--- src/rtl/instruction_fetch_pkg.sv ---
// Shared CPU definitions: opcode field location, ALU/control opcodes, the NOP
// encoding and the fetch FSM state type.
package instruction_fetch_pkg;

  localparam int OPC_W   = 7;
  localparam int OPC_MSB = 6;
  localparam int OPC_LSB = 0;

  localparam logic [OPC_W-1:0] OPC_NOP      = 7'h00;
  localparam logic [OPC_W-1:0] OPC_LOAD_IMM = 7'h01;
  localparam logic [OPC_W-1:0] OPC_ADD      = 7'h02;
  localparam logic [OPC_W-1:0] OPC_SUB      = 7'h03;
  localparam logic [OPC_W-1:0] OPC_AND      = 7'h04;
  localparam logic [OPC_W-1:0] OPC_OR       = 7'h05;
  localparam logic [OPC_W-1:0] OPC_XOR      = 7'h06;
  localparam logic [OPC_W-1:0] OPC_HALT     = 7'b1010101;

  // All-zero word decodes as NOP, which is also what memory returns after reset.
  localparam logic [31:0] NOP_INSTR = 32'h0000_0000;

  typedef enum logic [0:0] {
    ST_RUN  = 1'b0,
    ST_HALT = 1'b1
  } fetch_state_t;

  function automatic logic [OPC_W-1:0] opcode_of(input logic [31:0] word);
    return word[OPC_MSB:OPC_LSB];
  endfunction

endpackage

--- src/rtl/instruction_fetch.sv ---
// Instruction fetch stage in front of a program memory with a registered
// 1-cycle read. Holds one word in flight, supports stall, redirect and HALT.
//
//   state   | meaning
//   ST_RUN  | fetching sequentially, honouring stall and redirect
//   ST_HALT | HALT word captured; present it until consumed, then stop
module instruction_fetch
  import instruction_fetch_pkg::*;
#(
  parameter int               ADDR_W   = 5,
  parameter int               DATA_W   = 32,
  parameter logic [OPC_W-1:0] HALT_OPC = OPC_HALT
) (
  input  logic              clk,
  input  logic              reset,
  input  logic              stall,
  input  logic              redirect_valid,
  input  logic [ADDR_W-1:0] redirect_addr,
  output logic [ADDR_W-1:0] prog_addr,
  input  logic [DATA_W-1:0] instruction,
  output logic [DATA_W-1:0] instr_out,
  output logic [ADDR_W-1:0] instr_pc,
  output logic              instr_valid,
  output logic              halted,
  output logic [7:0]        instr_count
);

  fetch_state_t      state, state_next;
  logic [ADDR_W-1:0] pc, pc_next;
  logic              inflight_valid, inflight_valid_next;
  logic [ADDR_W-1:0] inflight_pc, inflight_pc_next;
  logic [DATA_W-1:0] instr_out_next;
  logic [ADDR_W-1:0] instr_pc_next;
  logic              instr_valid_next;
  logic              halted_next;
  logic [7:0]        instr_count_next;
  logic              consume;
  logic              halt_hit;

  // During a stall, re-read the in-flight word so the memory output stays put.
  assign prog_addr = (stall && inflight_valid) ? inflight_pc : pc;

  assign consume  = instr_valid && !stall;
  assign halt_hit = inflight_valid && (instruction[OPC_MSB:OPC_LSB] == HALT_OPC);

  // State and datapath registers; reset restarts fetch from address 0.
  always_ff @(posedge clk) begin
    if (reset) begin
      state          <= ST_RUN;
      pc             <= '0;
      inflight_valid <= 1'b0;
      inflight_pc    <= '0;
      instr_out      <= '0;
      instr_pc       <= '0;
      instr_valid    <= 1'b0;
      halted         <= 1'b0;
      instr_count    <= '0;
    end else begin
      state          <= state_next;
      pc             <= pc_next;
      inflight_valid <= inflight_valid_next;
      inflight_pc    <= inflight_pc_next;
      instr_out      <= instr_out_next;
      instr_pc       <= instr_pc_next;
      instr_valid    <= instr_valid_next;
      halted         <= halted_next;
      instr_count    <= instr_count_next;
    end
  end

  // Next-state and datapath updates; everything holds unless a rule fires.
  always_comb begin
    state_next          = state;
    pc_next             = pc;
    inflight_valid_next = inflight_valid;
    inflight_pc_next    = inflight_pc;
    instr_out_next      = instr_out;
    instr_pc_next       = instr_pc;
    instr_valid_next    = instr_valid;
    halted_next         = halted;
    instr_count_next    = instr_count;

    if (consume && (instr_count != 8'hff)) begin
      instr_count_next = instr_count + 8'd1;
    end

    case (state)
      ST_RUN: begin
        if (redirect_valid) begin
          // Redirect beats stall; the word in flight belongs to the old path.
          pc_next             = redirect_addr;
          inflight_valid_next = 1'b0;
          instr_valid_next    = 1'b0;
        end else if (!stall) begin
          instr_out_next   = instruction;
          instr_pc_next    = inflight_pc;
          instr_valid_next = inflight_valid;
          if (halt_hit) begin
            // Stop fetching: nothing behind the HALT may be presented.
            state_next          = ST_HALT;
            inflight_valid_next = 1'b0;
          end else begin
            inflight_valid_next = 1'b1;
            inflight_pc_next    = pc;
            pc_next             = pc + ADDR_W'(1);
          end
        end
      end
      ST_HALT: begin
        if (consume) begin
          instr_valid_next = 1'b0;
          halted_next      = 1'b1;
        end
      end
      default: state_next = ST_RUN;
    endcase
  end

endmodule
--- config.mk ---
export PLATFORM = sky130hd
export DESIGN_NAME = instruction_fetch
export DESIGN_NICKNAME = d
export VERILOG_FILES = /design/src/rtl/instruction_fetch_pkg.sv /design/src/rtl/instruction_fetch.sv
export SDC_FILE = /design/constraint.sdc
export NUM_CORES = 1
export LEC_CHECK = 0
export ABC_CLOCK_PERIOD_IN_PS = 1700
export BUFFER_PORTS_ARGS = -buffer_cell sky130_fd_sc_hd__buf_2
export CAP_MARGIN = 20
export CORE_MARGIN = 4
export CORE_UTILIZATION = 45
export CTS_CLUSTER_DIAMETER = 40
export DETAILED_ROUTE_END_ITERATION = 10
export GPL_TIMING_DRIVEN = 0
export PLACE_DENSITY_LB_ADDON = 0.25
export SYNTH_ARGS = -nofsm -noshare
export SYNTH_HDL_FRONTEND = slang
export SYNTH_SLANG_ARGS = --single-unit
--- constraint.sdc ---
create_clock -name clk -period 1.7 [get_ports clk]
set_clock_uncertainty 0.2 [all_clocks]
set_input_delay 0 -clock clk [delete_from_list [all_inputs] [get_ports clk]]
set_output_delay 0 -clock clk [all_outputs]
set_load 0.005 [all_outputs]
### Yosys cells after proc, flatten, opt, wreduce, memory -nomap -nowiden

Index checks and enable logic that the tools add are counted.

| cells by class | value |
|---|---|
| add/sub/neg operators | 2 |
| equality and inequality tests | 6 |
| multiplexer cells | 15 |
| bitwise operators | 4 |
| reduce and logical (&&, ||, !) cells | 11 |

Operators with widths:

| operator | count |
|---|---|
| $mux W5 | 4 |
| $mux W1 | 10 |
| $add A8 B1 Y8 const B | 1 |
| $ne A8 B8 Y1 const B | 1 |
| $eq A7 B7 Y1 const B | 1 |
| $reduce_and A2 Y1 | 3 |
| $reduce_and A3 Y1 | 2 |
| $add A5 B1 Y5 const B | 1 |
| $logic_and A1 B1 Y1 | 4 |
| $ne A2 B1 Y1 const B | 2 |
| $not A1 Y1 | 4 |
| $reduce_and A4 Y1 | 1 |
| $ne A3 B3 Y1 const B | 1 |
| $ne A2 B2 Y1 const B | 1 |
| $pmux W1 S2 | 1 |
| $logic_not A1 Y1 | 1 |

| storage, ports and cells | value |
|---|---|
| register bits after elaboration | 59 |
| input port bits | 41 |
| output and inout port bits | 52 |
| word-level logic and storage cells | 47 |

### Logic depth before layout (Yosys ltp)

| depth | value |
|---|---|
| depth in word-level cells | 6 |
| mapped depth | 6 |

### Worst setup path before layout

No wires, ideal clock.

| path | value |
|---|---|
| path type | reg-to-reg |
| start point | reg instr_count[0] |
| end point | reg instr_count[2] |
| setup time | 72 ps |
| arrival | 1252 ps |
| data required time | 1428 ps |
| path slack | 176 ps |
| cell stages (with the launch flop) | 6 |
| buffers on the path | 0 |
| cell sequence | dfxtp_1 -> ha_1 -> nand3_1 -> o21ai_2 -> or3_1 -> a21oi_1 |

| between the ends | value |
|---|---|
| word-level cells in the longest chain between the ends | 2 |
| elaborated cells between the ends (all ways) | 3 |
| those cells by class | 1 x add/sub; 1 x eq/ne; 1 x reduce/logical |

RTL lines:

| what | RTL line | source |
|---|---|---|
| start, declared | instruction_fetch.sv:25 | `output logic [7:0] instr_count` |
| start signal, assigned | instruction_fetch.sv:67 | `instr_count <= instr_count_next;` |
| parallel branches: the longest is 2 deep, another holds $add A8 B1 Y8 | n/a |  |

Parallel ways; which one is timed is not known.
A chain may end at the register's enable or synchronous reset.

### Worst setup path after layout

| path | value |
|---|---|
| start point | in stall |
| end point | out prog_addr[0] |

| between the ends | value |
|---|---|
| word-level cells in the longest chain between the ends | 2 |

RTL lines:

| what | RTL line | source |
|---|---|---|
| start, declared | instruction_fetch.sv:16 | `input logic stall,` |
| $logic_and A1 B1 Y1 | instruction_fetch.sv:41 | `assign prog_addr = (stall && inflight_valid) ? inflight_pc : pc;` |
| $mux W5 | instruction_fetch.sv:41 |  |
| end, declared | instruction_fetch.sv:19 | `output logic [ADDR_W-1:0] prog_addr,` |

Every way passes these cells.

==> qor.txt <==
WS Path Type -> in2out
Slowest-stage cell, CP -> dlygate4sd3_1
RSZ-0062 raised after global routing -> false
CTS buffer count -> 9
worst r2r src -> inflight_valid
sequential area share after synthesis -> 43.8%
Worst R2R Setup Slack -> 120 ps
CTS Sinks -> 59
top cells by area, synth -> dfxtp_1, a21oi_2, nand2_2
FF-to-FF path depth -> 4
Min Clock Period, post-route -> 1580 ps
Max-slew headroom -> 54.2%
die area -> 7300 sq um
VDD IR max -> 0.000408 V
sequential cell area -> 1180 sq um
number of synthesized flops with an enable pin -> 0
clock latency on the worst-skew pair -> 330 ps
synthesized instance count -> 284
post-DP HPWL -> 4.73 mm
total gr overflow -> 0
area of the multi-input gates -> 1360 sq um
final period utilization -> 92.8%
Worst-path clk slew -> 60 ps
Crit Reg-Reg Endpoint -> inflight_pc[3]
final wirelength -> 6.86 mm
# setup viols final -> 0
H-tree depth -> 3
clock buffer depth -> 2
Post-synth top cells -> dfxtp_1, nand2_1, a21oi_2
Worst path max stage delay -> 550 ps
vias in the first global route -> 2421
DRT Pass-1 Iters -> 5
Synthesis Warnings -> 0
Worst Tran Pin Value -> 687 ps
crit path max fanout -> 9
Yosys top cell by area -> dfxtp_1
synthesized flop and latch total -> 59
Antenna Cells -> 0
Top FF cell, synth -> dfxtp_1
WHS -> 252 ps
gp weighted congestion -> 0.772
maxcap violations -> 0
FILL cells -> 451
arrival time worst endpoint -> 1380 ps
Netlist Area Pre-Place -> 2700 sq um
drt wl/cell -> 13.6 um
Hold Crit Depth -> 2
Ports -> 93
fmax -> 634 MHz
antenna-violating nets left -> 0
Setup crit end kind -> output port
Setup crit start kind -> input pin
DRC violation count after routing -> 0
chip width -> 85.4 um
routed vias/inst -> 4.86
min-delay worst type -> reg2reg
antenna violations before repair -> 0
Static Leak -> 1.69 nW
clk root buf -> clkbuf_8
Syn Area/Cell -> 9.50 sq um
Max Slew Vio Count -> 0
CTS tree -> built
core area -> 5680 sq um
most common cell in the netlist -> dfxtp_1
row count -> 27
crit path launch -> stall
first-pass GRT wire length -> 11.4 mm
final core utilization -> 68.4%
WP data required -> 1500 ps
status -> finished, final reports clean
Initial DRC Count -> 97
setup TNS -> 0 ps
Critical Path End -> prog_addr[0]
Post-synth ARST share -> 0%
worst-path cell chain -> dlygate4sd3_1 -> buf_6 -> nand2_1 -> mux2_2 -> buf_2
Synth Net Count -> 327
Layout area overhead -> 43.8%
Die Ht -> 85.4 um
Initial Util -> 47.5%
final count of hold timing violations -> 0
layout cell share with drive strength beyond 1 -> 46.1%
top-area cell type share of the netlist area -> 43.8%
GRT Total Usage -> 19.4%
number of post-CTS setup repair buffers -> 0
unique cell type count in the Yosys netlist -> 45
nets -> 470
Pwr per Cell Area -> 821 nW/um^2
largest net degree at the start of global routing -> 11
via count -> 2451
Port-buffer cells -> 91
-- how the worst min path moves through the flow --
stage,endpoint,startpoint
3_5_place_dp,instr_out[20],instruction[20]
4_1_cts,instr_out[18],instruction[18]
3_3_place_gp,instr_out[22],instruction[22]
2_1_floorplan,instr_out[20],instruction[20]
5_1_grt,instr_out[11],instruction[11]
6_report,instr_out[21],instr_out[21]
-- worst max-delay path, delay by kind of cell --
| kind | cells | cell delay (ps) |
|---|---|---|
| buffers and inverters | 3 | 830 |
| AND/OR/NAND/NOR | 1 | 180 |
| multiplexers | 1 | 370 |
-- area by class of cell --
cell class	count	share of cell area, %
multi-input combinational	205	35.2
sequential	59	30.5
timing repair buffer	132	22.3
clock buffer	16	5.42
buffer	17	4.03
tap	72	2.32
inverter	3	0.290
-- metal layers --
| layer | up-vias | wire length [um] | global-route usage, % |
|---|---|---|---|
| met5 | - | 0 | 0 |
| met4 | 0 | 116 | 9.35 |
| met3 | 10 | 361 | 4.17 |
| met2 | 73 | 3300 | 32.4 |
| met1 | 1117 | 3080 | 23.6 |
| li1 | 1251 | - | - |
-- flip-flops by register name (all words and copies together), names as in the netlist --
name            cells
instr_valid         1
pc                  5
inflight_pc         5
instr_pc            5
inflight_valid      1
instr_count         8
instr_out          32
state               1
halted              1
-- per-stage QoR --
stage / power (mW) / setup slack (ps) / cells / area, sq um
after floorplan: 1.71 / 176 / 284 / 2700
after global placement: 1.84 / 108 / 447 / 3240
after detailed placement: 1.85 / 54.4 / 447 / 3240
after CTS: 3.21 / 46.2 / 504 / 3860
after global routing: 3.33 / 5.12 / 504 / 3880
final: 3.19 / 122 / 504 / 3880
-- cells by family after synthesis --
family	count (synthesis)	share of synthesized area, %
AOI/OAI and AO/OA	65	19.1
xor gates and xnor gates	3	0.974
adders and majority gates	2	0.927
buffers and inverters	20	6.21
DFF	59	43.8
muxes	12	4.68
and+or+nand+nor	123	24.4
-- placed cells by master, fill, tap and decap left out, types with 5 or more instances in the layout --
master / Yosys / routed
nand2_1: 47 / 47
a21oi_2: 30 / 30
buf_2: 5 / 96
a21oi_1: 13 / 13
dfxtp_1: 59 / 58
nand2_2: 29 / 29
clkbuf_8: 0 / 15
dlygate4sd3_1: 0 / 41
mux2_2: 5 / 5
nor2_1: 19 / 19
mux2i_1: 7 / 7
-- what timing repair did --
item                                    4_1_cts  5_1_grt
resized for setup                             0        4
endpoints found under the hold margin        54        0
hold buffers                                 41        0
endpoints found under the setup margin        0        6
-- power breakdown --
group	internal (mW)	total, mW	switching, mW
logic	0.224	0.420	0.196
clock network	0.770	1.29	0.522
registers	1.43	1.47	0.0399
(Power assumes the default switching activity.)
